===== src/rtl/mem_stage.sv =====
// Memory-access stage: turns an ALU result into a data-memory load/store or a
// pass-through writeback, with lane alignment, load extension and a bus timeout.
module mem_stage #(
  parameter int unsigned TIMEOUT_CYCLES = 255
) (
  input  logic        clk_i,
  input  logic        reset_i,
  input  logic        valid_i,
  output logic        ready_o,
  input  logic [63:0] alu_res_i,
  input  logic [63:0] store_data_i,
  input  logic [1:0]  mem_op_i,
  input  logic [1:0]  mem_size_i,
  input  logic        zext_i,
  input  logic [4:0]  rd_i,
  input  logic        wb_en_i,
  output logic        dmem_req_o,
  output logic        dmem_we_o,
  output logic [63:0] dmem_addr_o,
  output logic [63:0] dmem_wdata_o,
  output logic [7:0]  dmem_be_o,
  input  logic        dmem_gnt_i,
  input  logic        dmem_rvalid_i,
  input  logic [63:0] dmem_rdata_i,
  output logic        wb_valid_o,
  output logic [63:0] wb_data_o,
  output logic [4:0]  wb_rd_o,
  output logic        wb_en_o,
  output logic        misaligned_o,
  output logic        bus_err_o
);

  localparam int unsigned CNT_W = $clog2(TIMEOUT_CYCLES + 1);

  localparam logic [1:0] OP_LOAD  = 2'd1;
  localparam logic [1:0] OP_STORE = 2'd2;

  localparam logic [1:0] SZ_B = 2'd0;
  localparam logic [1:0] SZ_H = 2'd1;
  localparam logic [1:0] SZ_W = 2'd2;

  typedef enum logic [1:0] {
    S_IDLE = 2'd0,
    S_REQ  = 2'd1,
    S_WAIT = 2'd2
  } state_t;

  state_t           state_q;
  logic [CNT_W-1:0] cnt_q;
  logic [2:0]       off_q;
  logic [1:0]       size_q;
  logic             zext_q;
  logic             wb_en_q;
  logic [63:0]      addr_q;

  logic [2:0]  off_c;
  logic        is_mem_c;
  logic        misaligned_c;
  logic [7:0]  be_c;
  logic [63:0] wdata_c;
  logic [63:0] lane_c;
  logic [63:0] load_ext_c;
  logic        timeout_c;

  // Decode the incoming op: lane offset, byte enables, alignment, shifted store data.
  always_comb begin
    off_c        = alu_res_i[2:0];
    is_mem_c     = (mem_op_i == OP_LOAD) || (mem_op_i == OP_STORE);
    misaligned_c = 1'b0;
    be_c         = 8'hFF;
    case (mem_size_i)
      SZ_B: be_c = 8'h01 << off_c;
      SZ_H: begin
        misaligned_c = off_c[0];
        be_c         = 8'h03 << off_c;
      end
      SZ_W: begin
        misaligned_c = |off_c[1:0];
        be_c         = 8'h0F << off_c;
      end
      default: begin
        misaligned_c = |off_c;
        be_c         = 8'hFF;
      end
    endcase
    wdata_c = store_data_i << {off_c, 3'b000};
  end

  // Select the addressed lane of the returned word and sign/zero-extend it.
  always_comb begin
    lane_c     = dmem_rdata_i >> {off_q, 3'b000};
    load_ext_c = lane_c;
    case (size_q)
      SZ_B: load_ext_c = zext_q ? {56'd0, lane_c[7:0]}
                                : {{56{lane_c[7]}}, lane_c[7:0]};
      SZ_H: load_ext_c = zext_q ? {48'd0, lane_c[15:0]}
                                : {{48{lane_c[15]}}, lane_c[15:0]};
      SZ_W: load_ext_c = zext_q ? {32'd0, lane_c[31:0]}
                                : {{32{lane_c[31]}}, lane_c[31:0]};
      default: load_ext_c = lane_c;
    endcase
  end

  // Expiry is checked against the cycles already spent; >= also covers a grant
  // that lands on the expiry cycle and leaves WAIT with the budget used up.
  assign timeout_c = (cnt_q >= CNT_W'(TIMEOUT_CYCLES - 1));

  // Stage FSM with registered memory request and writeback beat.
  always_ff @(posedge clk_i) begin
    if (reset_i) begin
      state_q      <= S_IDLE;
      cnt_q        <= '0;
      off_q        <= '0;
      size_q       <= '0;
      zext_q       <= 1'b0;
      wb_en_q      <= 1'b0;
      addr_q       <= '0;
      ready_o      <= 1'b1;
      dmem_req_o   <= 1'b0;
      dmem_we_o    <= 1'b0;
      dmem_addr_o  <= '0;
      dmem_wdata_o <= '0;
      dmem_be_o    <= '0;
      wb_valid_o   <= 1'b0;
      wb_data_o    <= '0;
      wb_rd_o      <= '0;
      wb_en_o      <= 1'b0;
      misaligned_o <= 1'b0;
      bus_err_o    <= 1'b0;
    end else begin
      wb_valid_o   <= 1'b0;
      misaligned_o <= 1'b0;
      bus_err_o    <= 1'b0;
      case (state_q)
        S_IDLE: begin
          if (valid_i && ready_o) begin
            wb_rd_o <= rd_i;
            if (!is_mem_c) begin
              wb_valid_o <= 1'b1;
              wb_data_o  <= alu_res_i;
              wb_en_o    <= wb_en_i;
            end else if (misaligned_c) begin
              wb_valid_o   <= 1'b1;
              misaligned_o <= 1'b1;
              wb_data_o    <= alu_res_i;
              wb_en_o      <= 1'b0;
            end else begin
              state_q      <= S_REQ;
              ready_o      <= 1'b0;
              cnt_q        <= '0;
              dmem_req_o   <= 1'b1;
              dmem_we_o    <= (mem_op_i == OP_STORE);
              dmem_addr_o  <= {alu_res_i[63:3], 3'b000};
              dmem_be_o    <= be_c;
              dmem_wdata_o <= wdata_c;
              off_q        <= off_c;
              size_q       <= mem_size_i;
              zext_q       <= zext_i;
              wb_en_q      <= wb_en_i;
              addr_q       <= alu_res_i;
            end
          end
        end
        S_REQ: begin
          cnt_q <= cnt_q + CNT_W'(1);
          if (dmem_gnt_i) begin
            dmem_req_o <= 1'b0;
            if (dmem_we_o) begin
              state_q    <= S_IDLE;
              ready_o    <= 1'b1;
              wb_valid_o <= 1'b1;
              wb_data_o  <= addr_q;
              wb_en_o    <= 1'b0;
            end else begin
              state_q <= S_WAIT;
            end
          end else if (timeout_c) begin
            dmem_req_o <= 1'b0;
            state_q    <= S_IDLE;
            ready_o    <= 1'b1;
            wb_valid_o <= 1'b1;
            bus_err_o  <= 1'b1;
            wb_data_o  <= addr_q;
            wb_en_o    <= 1'b0;
          end
        end
        S_WAIT: begin
          cnt_q <= cnt_q + CNT_W'(1);
          if (dmem_rvalid_i) begin
            state_q    <= S_IDLE;
            ready_o    <= 1'b1;
            wb_valid_o <= 1'b1;
            wb_data_o  <= load_ext_c;
            wb_en_o    <= wb_en_q;
          end else if (timeout_c) begin
            state_q    <= S_IDLE;
            ready_o    <= 1'b1;
            wb_valid_o <= 1'b1;
            bus_err_o  <= 1'b1;
            wb_data_o  <= addr_q;
            wb_en_o    <= 1'b0;
          end
        end
        default: begin
          state_q    <= S_IDLE;
          ready_o    <= 1'b1;
          dmem_req_o <= 1'b0;
        end
      endcase
    end
  end

endmodule

===== config.mk =====
export PLATFORM = sky130hd
export DESIGN_NAME = mem_stage
export DESIGN_NICKNAME = d
export VERILOG_FILES = /design/src/rtl/mem_stage.sv
export SDC_FILE = /design/constraint.sdc
export NUM_CORES = 1
export LEC_CHECK = 0
export ABC_AREA = 1
export CORE_UTILIZATION = 25
export CTS_CLUSTER_DIAMETER = 40
export DETAILED_ROUTE_END_ITERATION = 12
export SETUP_SLACK_MARGIN = 0.15
export SLEW_MARGIN = 20
export SYNTH_ARGS = -nofsm -noshare
export SYNTH_HDL_FRONTEND = slang
export SYNTH_SLANG_ARGS = --single-unit

===== constraint.sdc =====
create_clock -name clk_i -period 2.17 [get_ports clk_i]
set_input_delay 0.217 -clock clk_i [delete_from_list [all_inputs] [get_ports clk_i]]
set_output_delay 0.217 -clock clk_i [all_outputs]
set_load 0.01 [all_outputs]

-- Yosys cells after proc, flatten, opt, wreduce, memory -nomap -nowiden
Cells that the tools add are included.
Widths: inputs -> output; s select.
- add/subtract/negate cells: 1
- multiply operators: 0
- div/mod/pow operators: 0
- magnitude comparators: 1
- equality and inequality tests: 14
- shift-type cells: 5
- muxes and demuxes: 59
- bitwise gates (word level): 5
- reductions and logical operators: 18
- operators with widths (cell ; count):
    $mux 64 ; 10
    $pmux 64 s3 ; 2
    $shl 64x6->64 ; 1
    $shr 64x6->64 ; 1
    $mux 1 ; 28
    $mux 8 ; 3
    $pmux 8 s3 ; 1
    $pmux 8 s2 ; 1
    $reduce_and 4->1 ; 4
    $pmux 1 s3 ; 5
    $mux 2 ; 7
    $ne 3x3->1 const B ; 3
    $add 8x1->8 const B ; 1
    $eq 2x1->1 const B ; 4
    $eq 2x2->1 const B ; 4
    $ge 8x8->1 const B ; 1
    $shl 1x3->8 const A ; 1
    $shl 2x3->8 const A ; 1
    $shl 4x3->8 const A ; 1
    $logic_not 2->1 ; 3
    $ne 2x2->1 const B ; 3
    $pmux 2 s3 ; 1
    $not 1->1 ; 5
    $reduce_and 5->1 ; 1
    other kinds (10) ; 11
- bits in registers: 290
- latch bits: 0
- bits in writable memories: 0
- memory bits (read-only): 0
- memories: 0

-- Depth between registers and ports, before layout
- depth after elaboration: 6
- depth in mapped cells: 16

-- Least setup slack after synthesis
No wires, ideal clock.
- path type: reg2reg
- start point: register state_q[1]
- end point: register wb_data_o[45]
- setup time: 132 ps
- data arrival time: 1691 ps
- data required time: 2038 ps
- path slack: 347 ps
- stages on the path, launching flop included: 15
- path through: dfxtp_1 > inv_1 > ha_1 > buf_4 > inv_2 > or2_1 > buf_4 > nand2_4 > nand3_4 > clkinv_1 > buf_6 > a21oi_1 > nand2_1 > nand2_1 > a21oi_1
- word-level cells in the longest chain between the ends: 3
- elaborated cells on any way between the ends: 9
- those cells by class: eq/ne (5); mux (1); reduce/logical (3)
- ends and longest elaborated chain (what ; line ; source):
    start: declaration ; 48 ; state_t state_q;
    start signal: assignment ; 111 ; state_q <= S_IDLE;
    start signal: assignment ; 148 ; state_q <= S_REQ;
    start signal: assignment ; 169 ; state_q <= S_IDLE;
    $eq 2x1->1, or another cell as far along ; 134 ; case (state_q)
    $ne 3x3->1 (no line), or another cell as far along ; n/a ;
    $reduce_and 4->1 (no line) ; n/a ;
    end signal: assignment ; 140 ; wb_data_o <= alu_res_i;
    end signal: assignment ; 145 ; wb_data_o <= alu_res_i;
    end signal: assignment ; 172 ; wb_data_o <= addr_q;
    end: declaration ; 26 ; output logic [63:0] wb_data_o,
Several ways; a longest one is shown, not always the timed one.
A chain may end at the register's enable or synchronous reset.

-- Worst setup path in the final report
- start point: register state_q[0]
- end point: register wb_data_o[1]
The elaborated chain is that of the path after synthesis.

==> impl_metrics.yaml <==
floorplanning:
  die_height_um: 249
  core_area_um2: 60400
  start_util_pct: 25.3
  row_count: 90
  boundaryPins: 420
  die_w_um: 249
  die-area_um2: 62100
global_route:
  grt_pass1_vias: 17019
  grt_pass1_wl_um: 107000
  grt_usage_pct: 22.7
  overflow: 0
  antenna_found_initial: 7
  grt_max_degree: 114
power:
  p_leak_nw: 9.24
  vdd_drop_max_uv: 565
  swShare_pct: 34.8
  seq_power_share_pct: 25.8
  clock_power_share_pct: 41.3
  p_comb_share_pct: 32.9
  cellPowerDensity_nw_per_um2: 875
  power_switching_mw: 6.92
  internal_power_mw: 12.9
  p_total_mw: 19.9
hold_path:
  holdPathStages: 2
  hp-class: "in2reg"
  hold_end: "state_q[0]"
  hp-start: "reset_i"
detailed_routing:
  wl_per_cell_um: 19.9
  viasPerCell: 4.89
  drt_pass1_iterations: 6
  vias: 18136
  ant_nets: 0
  post-route-drc-count: 0
  drtIter0Drc: 1391
  wirelength_um: 73800
critical_path:
  r2r-start: "state_q[0]"
  crit_path_start: "state_q[0]"
  r2r_slack_ns: 0.20
  worstRegToRegCells: 9
  required_ns: 2.64
  crit_type: "reg2reg"
  reg2reg_to: "wb_data_o[1]"
  critPathMaxFanout: 7
  start_kind: "register"
  end_kind: "register"
  cp.arrival_ns: 2.44
yosys:
  synth_edf_count: 0
  yosys_most_used_dff: "dfxtp_1"
  ys_ff_latch: 226
  synth.most_common_cell: "nand2_1"
  yosysSeqAreaShare_pct: 29.6
  yosysWarnings: 0
  yosysUniqueCellTypes: 47
  syn_inst: 2511
  synth_area_per_cell_um2: 6.08
  yosysTopAreaCell: "dfxtp_1"
  synthArstFlopShare_pct: 0
  synth_top_cell_area_share_pct: 29.6
  synth_area_leaders: "dfxtp_1, nand2_1, a21oi_1, o21ai_0, nor2_1"
  synth_area_um2: 15300
  yosys-top-cells-count: "nand2_1, nor2_1, a21oi_1"
clock_tree:
  cts_tree: "done"
  cts-root-buf: "clkbuf_16"
  clock_sinks: 226
  cts_max_level: 2
  clock_latency_ns: 0.59
  clk_pin_slew_worst_paths_ns: 0.05
  cts_made_buffers: 53
  cts_max_path_buffers: 3
placed_design:
  io_buffers: 416
  placedCellCount: 3603
  dp_slack_ns: -0.136
  hpwlAfterDp_um: 54700
  place_congestion: 0.954
sta:
  max_slew.worst_pin.slew_ns: 0.550
  setup_slack_ns: 0.196
  finalSetupViolCount: 0
  period_minus_slack_ns: 1.97
  rsz0062_at_grt: "yes"
  worst_hold_slack_ns: 0.0622
  fin_crit_sh_pct: 91.0
  fmax_mhz: 507
  finalHoldViolations: 0
  fin_skew_ns: 0.0136
  max_slew_margin_pct: 63.4
  slew_viol_final: 0
run:
  cap_viol_max_count: 0
final_layout:
  fin_cells: 3712
  drive_gt1_share_pct: 10.7
  final_nets: 3108
  area_growth_pct: 48.6
run_status:
  outcome: "finished, final reports clean"
[cells by family after synthesis]
logic type / share of synthesized area [%]
AOI/OAI and AO/OA: 23.7
other: 0.0245
DFF: 29.6
buffers and inverters: 13.3
muxes: 0.983
and+or+nand+nor: 31.1
xor gates and xnor gates: 0.344
adders and majority gates: 0.901
[through the flow]
step / setup TNS [ns] / area (µm²) / utilization, %
floorplan: 0 / 15300 / -
global placement: -1.43 / 20500 / 34.0
detailed placement: -5.59 / 20500 / 34.0
CTS: 0 / 22400 / 37.1
global route: 0 / 22700 / 37.6
finish: 0 / 22700 / 37.6
[sequential cells by signal (all words and copies together) (netlist names), 2 cells and up]
signal        flops
addr_q           62
cnt_q             8
dmem_be_o         8
dmem_wdata_o     64
off_q             2
size_q            2
state_q           2
wb_data_o        64
wb_rd_o           5
[power by group through the flow]
stage               Sequential, mW  Clock, mW  Combinational, mW
detailed placement            5.19          0               6.35
finish                        5.12       8.20               6.54
floorplan                     5.21          0               3.37
global route                  5.19       8.53               7.12
global placement              5.20          0               6.33
CTS                           5.12       8.35               6.40
[critical path, stage by stage, from the launching register on]
cell and delay (ns):
dfxtp_2 0.38, inv_1 0.10, ha_1 0.25, buf_6 0.15, nand2_2 0.12, clkinvlp_4 0.24
nand3_1 0.19, nand3_1 0.22, nand3_1 0.14, a21oi_1 0.06
[layer usage]
metal,vias up,part of all wire (%),GRT usage [%]
li1,8975,-,-
met1,8228,40,26.9
met2,767,47,37.8
met3,156,9.0,6.70
met4,10,4.0,9.81
met5,-,0.080,0
[how the worst max path moves through the flow]
| stage | to | slack [ns] | depth (start not counted) |
|---|---|---|---|
| 3_5_place_dp | wb_data_o[51] | -0.14 | 9 |
| 3_3_place_gp | wb_data_o[53] | -0.13 | 12 |
| 6_report | wb_data_o[1] | 0.20 | 9 |
| 5_1_grt | wb_data_o[46] | 0.12 | 9 |
| 2_1_floorplan | wb_data_o[45] | 0.35 | 14 |
| 4_1_cts | wb_data_o[56] | 0.13 | 11 |
[timing repair]
action	CTS	global route
setup endpoints to repair	55	68
pin swaps	0	5
cloned	0	6
hold buffers	0	0
buffers inserted	1	6
gates resized for setup	10	39
[area by class of cell]
type,instances,area (µm²)
Antenna cell,2,5.00
Clock buffer,63,1420
Clock inverter,31,392
Fill cell,6422,37700
Inverter,166,641
Multi-Input combinational cell,1869,8850
Sequential cell,226,4530
Tap cell,782,978
Timing Repair Buffer,573,5880
[placed cells by master, fill, tap and decap left out, types with 58 or more instances in the layout]
master,netlist,layout
a21oi_1,281,276
buf_4,77,114
clkbuf_16,0,58
clkdlybuf4s50_1,0,414
dfxtp_1,226,222
inv_1,155,149
nand2_1,643,642
nand3_1,188,187
nor2_1,283,283
o21ai_0,238,233
o21ai_1,58,58
Note: power is estimated with default switching activity, not from simulation.
